### src/rtl/instr_mem_pkg.sv
// instr_mem_pkg: shared defaults and init-mode
// encodings for the fetch-side instruction memory.
package instr_mem_pkg;

  localparam int DATA_W_DEF = 16;
  localparam int ADDR_W_DEF = 16;
  localparam int DEPTH_DEF  = 256;
  localparam int CNT_W_DEF  = 16;

  localparam int INIT_INDEX = 0;
  localparam int INIT_ZERO  = 1;

  function automatic int addr_bits(int depth);
    return (depth > 1) ? $clog2(depth) : 1;
  endfunction

endpackage

### src/rtl/instr_mem_array.sv
// instr_mem_array: 1R1W synchronous read-before-
// write word store with elaboration-time contents.
module instr_mem_array
  import instr_mem_pkg::*;
#(
  parameter int DATA_W    = DATA_W_DEF,
  parameter int DEPTH     = DEPTH_DEF,
  parameter int INIT_MODE = INIT_INDEX,
  parameter int AW        = addr_bits(DEPTH)
) (
  input  logic              clock,
  input  logic              re,
  input  logic [AW-1:0]     raddr,
  output logic [DATA_W-1:0] rdata,
  input  logic              we,
  input  logic [AW-1:0]     waddr,
  input  logic [DATA_W-1:0] wdata
);

  typedef logic [DEPTH-1:0][DATA_W-1:0] mem_t;

  function automatic mem_t init_mem();
    mem_t m;
    for (int i = 0; i < DEPTH; i++) begin
      if (INIT_MODE == INIT_ZERO)
        m[i] = '0;
      else
        m[i] = DATA_W'(i);
    end
    return m;
  endfunction

  mem_t mem = init_mem();

  // Non-blocking read and write give read-before-write.
  always_ff @(posedge clock) begin
    if (re)
      rdata <= mem[raddr];
    if (we)
      mem[waddr] <= wdata;
  end

endmodule

### src/rtl/instr_mem_stream.sv
// instr_mem_stream: handshaked instruction fetch
// memory with load port, range checks and counter.
module instr_mem_stream
  import instr_mem_pkg::*;
#(
  parameter int DATA_W    = DATA_W_DEF,
  parameter int ADDR_W    = ADDR_W_DEF,
  parameter int DEPTH     = DEPTH_DEF,
  parameter int INIT_MODE = INIT_INDEX,
  parameter int CNT_W     = CNT_W_DEF
) (
  input  logic              clock,
  input  logic              reset,
  input  logic              req_valid,
  output logic              req_ready,
  input  logic [ADDR_W-1:0] req_addr,
  output logic              rsp_valid,
  input  logic              rsp_ready,
  output logic [DATA_W-1:0] rsp_instr,
  output logic              rsp_err,
  input  logic              load_en,
  input  logic [ADDR_W-1:0] load_addr,
  input  logic [DATA_W-1:0] load_data,
  output logic              load_err,
  output logic [CNT_W-1:0]  fetch_count
);

  localparam int AW = addr_bits(DEPTH);
  localparam logic [ADDR_W:0] LIMIT =
    (ADDR_W+1)'(DEPTH);

  logic              fire;
  logic              req_in;
  logic              load_in;
  logic              rsp_ok;
  logic [DATA_W-1:0] rdata;

  assign req_ready = !rsp_valid || rsp_ready;
  assign fire      = req_valid && req_ready && !reset;
  assign req_in    = {1'b0, req_addr} < LIMIT;
  assign load_in   = {1'b0, load_addr} < LIMIT;

  instr_mem_array #(
    .DATA_W    (DATA_W),
    .DEPTH     (DEPTH),
    .INIT_MODE (INIT_MODE),
    .AW        (AW)
  ) u_array (
    .clock (clock),
    .re    (fire && req_in),
    .raddr (req_addr[AW-1:0]),
    .rdata (rdata),
    .we    (load_en && load_in && !reset),
    .waddr (load_addr[AW-1:0]),
    .wdata (load_data)
  );

  // rdata only moves on an in-range fire, so the
  // masked output is stable under backpressure.
  assign rsp_instr = rsp_ok ? rdata : '0;

  always_ff @(posedge clock) begin
    if (reset) begin
      rsp_valid   <= 1'b0;
      rsp_err     <= 1'b0;
      rsp_ok      <= 1'b0;
      load_err    <= 1'b0;
      fetch_count <= '0;
    end else begin
      load_err <= load_en && !load_in;
      if (fire) begin
        rsp_valid <= 1'b1;
        rsp_err   <= !req_in;
        rsp_ok    <= req_in;
      end else if (rsp_ready) begin
        rsp_valid <= 1'b0;
      end
      if (fire && (fetch_count != '1))
        fetch_count <= fetch_count + 1'b1;
    end
  end

endmodule
### config.mk
export PLATFORM = sky130hd
export DESIGN_NAME = instr_mem_stream
export DESIGN_NICKNAME = d
export VERILOG_FILES = /design/src/rtl/instr_mem_pkg.sv /design/src/rtl/instr_mem_array.sv /design/src/rtl/instr_mem_stream.sv
export SDC_FILE = /design/constraint.sdc
export NUM_CORES = 2
export LEC_CHECK = 0
export BUFFER_PORTS_ARGS = -buffer_cell sky130_fd_sc_hd__buf_2
export CORE_MARGIN = 2
export CORE_UTILIZATION = 55
export CTS_CLUSTER_DIAMETER = 120
export DETAILED_ROUTE_END_ITERATION = 12
export GPL_TIMING_DRIVEN = 0
export HOLD_SLACK_MARGIN = 0.1
export PLACE_DENSITY_LB_ADDON = 0.25
export SLEW_MARGIN = 20
export SYNTH_ARGS = -nofsm -noshare
export SYNTH_HDL_FRONTEND = slang
export SYNTH_SLANG_ARGS = --single-unit
### constraint.sdc
create_clock -name clock -period 3.6 [get_ports clock]
set_input_delay 0.54 -clock clock [delete_from_list [all_inputs] [get_ports clock]]
set_output_delay 0.54 -clock clock [all_outputs]
set_load 0.005 [all_outputs]
==> insert_results.sql <==
INSERT INTO impl_metrics (metric_group, metric, value, unit) VALUES
('drt', 'route.met2.wl', '241', 'mm'),
('yosys', 'netlist_area', '159000', 'um^2'),
('clock_network', 'worst_skew_pair.late_latency', '990', 'ps'),
('run_status', 'failed_checks', 'setup timing', ''),
('finish', 'num-fill-cells', '18800', ''),
('die', 'core_area', '288000', 'um^2'),
('critical_path', 'criticalPathCategory', 'in -> reg', ''),
('global_routing', 'global_route.usage.total', '37.3', '%'),
('global_routing', 'residual_overflow_from_global_routing', '0', ''),
('yosys', 'yosys_warnings', '0', ''),
('sta', 'slew_headroom', '10.5', '%'),
('placed_design', 'hpwl', '374', 'mm'),
('yosys', 'netlist-cell-type-count', '69', ''),
('hold_path', 'hp-class', 'in -> reg', ''),
('finish', 'layout.nets', '8280', ''),
('sta', 'final_cycle_share', '114', '%'),
('run_status', 'outcome', 'finished, violations left', ''),
('drt', 'drt_iter0_markers', '16700', ''),
('yosys', 'post_synthesis_sequential_element_count', '4132', ''),
('power_and_ir_drop', 'power-per-cell-area', '556', 'nW/um^2'),
('drt', 'drc', '0', ''),
('yosys', 'post_synth_top_area_share', '77.5', '%'),
('drt', 'routed_via_density', '7.16', ''),
('drt', 'dr_total_vias', '88800', ''),
('placed_design', 'gpl.final_weighted_congestion', '1.03', ''),
('sta', 'fmaxAchievable', '243', 'MHz'),
('drt', 'wl_met1', '185', 'mm'),
('die', 'io_pins', '89', ''),
('sta', 'setup-tns-final', '-5950', 'ps'),
('power_and_ir_drop', 'ir_drop', '473', 'uV'),
('sta', 'report.final.slew_viol_count', '0', ''),
('critical_path', 'required', '4350', 'ps'),
('yosys', 'mappedNetlistNets', '7518', ''),
('yosys', 'yosys_most_used_dff', 'edfxtp_1', ''),
('die', 'std_cell_rows', '197', ''),
('yosys', 'fraction_of_registers_with_async_set_reset', '0', '%'),
('clock_network', 'cts-htree-levels', '5', ''),
('clock_network', 'clock_path_buffers', '4', ''),
('critical_path', 'r2r_setup_slack', '110', 'ps'),
('die', 'initial_utilization', '55.3', '%'),
('yosys', 'synth_top_cell_by_area', 'edfxtp_1', ''),
('yosys', 'seq_area_frac_synth', '77.7', '%'),
('clock_network', 'tritoncts', 'yes', ''),
('placed_design', 'port_buffer_count', '85', ''),
('yosys', 'post_synth_main_area_contributors', 'edfxtp_1 77%, mux4_2 12%, mux2i_1 3.5%', ''),
('yosys', 'syn_inst', '7464', ''),
('finish', 'area_delta_synth_final', '16.0', '%'),
('die', 'die_height', '542', 'um'),
('clock_network', 'worst_setup_hold_path_clk_slew', '60', 'ps'),
('yosys', 'post_synth_edffs', '4112', ''),
('finish', 'final_layout_size_suffix_gt1_share', '28.8', '%'),
('clock_network', 'clock_sinks', '4132', ''),
('global_routing', 'pin_count_of_the_biggest_net_entering_global_routing', '126', ''),
('global_routing', 'vias_in_the_first_global_route', '83800', ''),
('sta', 'final_critical_path_setup_slack', '-509', 'ps'),
('critical_path', 'critical_path.endpoint_type', 'register', ''),
('sta', 'hold_viol', '0', ''),
('drt', 'routed-wl-met3', '79.6', 'mm'),
('drt', 'highest_layer', 'met5', ''),
('sta', 'worst-slew-pin-transition', '1340', 'ps'),
('drt', 'route.detailed.wl_per_inst', '44.3', 'um'),
('power_and_ir_drop', 'total_power', '103000', 'uW'),
('clock_network', 'tritoncts.num_buffers', '415', ''),
('sta', 'unrepaired_setup_endpoints_after_global_routing', 'yes', ''),
('die', 'die_area', '294000', 'um^2'),
('sta', 'skew', '73.1', 'ps'),
('clock_network', 'clock-root-buffer', 'clkbuf_16', ''),
('die', 'die_width', '542', 'um'),
('critical_path', 'startpoint_type', 'input port', ''),
('drt', 'dr.pass1.iters', '9', ''),
('global_routing', 'antenna_found_initial', '38', ''),
('yosys', 'synthesis.area_per_instance', '21.4', 'um^2'),
('drt', 'route.antenna.remaining_nets', '0', ''),
('global_routing', 'grt_pass1_wl', '728', 'mm'),
('power_and_ir_drop', 'static_leakage', '0.0586', 'uW'),
('critical_path', 'critical_path_peak_fanout', '12', ''),
('flow_run', 'number_of_maximum_capacitance_violations', '0', ''),
('sta', 'finalWorstPathRequiredPeriod', '4110', 'ps'),
('sta', 'setup_violations', '85', ''),
('critical_path', 'cp_data_arrival_time', '4860', 'ps'),
('drt', 'detail_route.wirelength', '549', 'mm');
==> cells in the final DEF (no fill, tap or decap), types with 22 or more instances in the layout <==
cell           Yosys  routed
o22ai_1          162     162
and2_1            27      27
clkinv_2           0      80
nand2_1           73      62
buf_8              4     100
nor4_1            47      34
bufinv_16          0      51
o221ai_1         170     155
clkinv_1           0      95
buf_12             8      29
buf_6             40     141
nor2_1           350      82
clkbuf_2           0      92
clkbuf_1         194     149
nor2_2             0     161
buf_4             73      99
edfxtp_1        4112    4112
nor2_4             0     107
buf_16             0      47
nor3_1           187     163
a21oi_1          120     120
buf_2             76     132
diode_2            0      39
dlygate4sd3_1      0      26
clkbuf_4           0      22
a22oi_1           43      43
clkbuf_16          0     416
a221oi_1          34      31
o21ai_0           51      31
a211oi_1          23      23
a22o_1            25      25
mux2i_1          558     557
mux4_2           827     827
==> power by group <==
group / internal [uW] / switching, uW
registers: 52900 / 6.13
logic: 1770 / 4310
clock network: 25000 / 18800
==> worst paths after layout <==
| check | startpoint | cells after the start | endpoint |
|---|---|---|---|
| min | reset | 3 | fetch_count[5]$_SDFFE_PP0P_ |
| max reg2reg | u_array.mem[3002]$_DFFE_PP_ | 6 | u_array.rdata[10]$_DFFE_PP_ |
| min reg2reg | rsp_err$_SDFFE_PP0P_ | 2 | rsp_err$_SDFFE_PP0P_ |
| max | req_addr[1] | 11 | u_array.rdata[1]$_DFFE_PP_ |
==> cell type report <==
cell class,count,area (um^2),area share [%]
Antenna cell,39,97.6,0.0528
Buffer,436,3020,1.63
Clock buffer,487,10700,5.78
Clock inverter,277,3000,1.62
Inverter,8,30.0,0.0162
Multi-Input combinational cell,2882,34700,18.8
Sequential cell,4132,124000,67.0
Tap cell,3781,4730,2.56
Timing Repair Buffer,351,4670,2.53
==> layer usage <==
layer / vias up / track usage (%)
li1: 33200 / -
met1: 46300 / 48.2
met2: 7738 / 54.0
met3: 1558 / 13.0
met4: 24 / 24.0
met5: - / 0
==> worst max-delay path, cell delays in order <==
cell and delay [ps]:
buf_4 300, buf_4 300, buf_4 350, buf_6 380, buf_4 370, buf_16 230
mux4_2 260, o22ai_1 200, a21oi_1 360, nand4_1 780, nor4_4 640
==> synth_stat cells (20+ instances only) <==
cell type and count:
nand4_1 21, nand2_1 73, nor3_1 187, buf_6 40
mux2i_1 558, o22ai_1 162, o21ai_0 51, nor4_1 47
a22oi_1 43, edfxtp_1 4112, and2_1 27, buf_4 73
a22o_1 25, buf_1 47, dfxtp_1 20, nand3_1 25
clkbuf_1 194, a221oi_1 34, a211oi_1 23, mux4_2 827
nor2_1 350, a21oi_1 120, buf_2 76, o221ai_1 170
==> cells by family (layout without fill, tap and decap cells) <==
group	count (synthesis)	count (layout)	synth area share [%]
compound gates	679	679	3.03
xor+xnor	15	15	0.0824
fa+ha+maj	1	1	0.00785
buf+inv	450	1559	1.59
flops	4132	4132	77.7
mux	1391	1391	15.2
other cells	0	39	0
simple gates	796	796	2.34
==> repair_timing <==
item / 4_1_cts / 5_1_grt
setup endpoints to repair: 1199 / 642
endpoints found under the hold margin: 763 / 0
hold buffers: 26 / 0
buffers inserted: 3 / 1
resized for setup: 245 / 74
pin swaps: 8 / 6
==> sequential cells by signal, indices dropped and copies added, names as in the netlist <==
register and cells:
load_err 1, u_array.rdata 16, fetch_count 16, rsp_ok 1
u_array.mem 4096, rsp_valid 1, rsp_err 1
==> metrics by stage <==
step,cells,hold slack [ps],area [um^2],setup WS (ps),utilization (%)
after floorplan,7464,483,159000,327,-
after global placement,11300,490,165000,-4180,57.1
after detailed placement,11600,482,170000,-3160,58.9
after CTS,12400,116,185000,-185,64.0
after global routing,12400,191,185000,-226,64.1
final,12400,155,185000,-509,64.1
(Power assumes the default switching activity.)
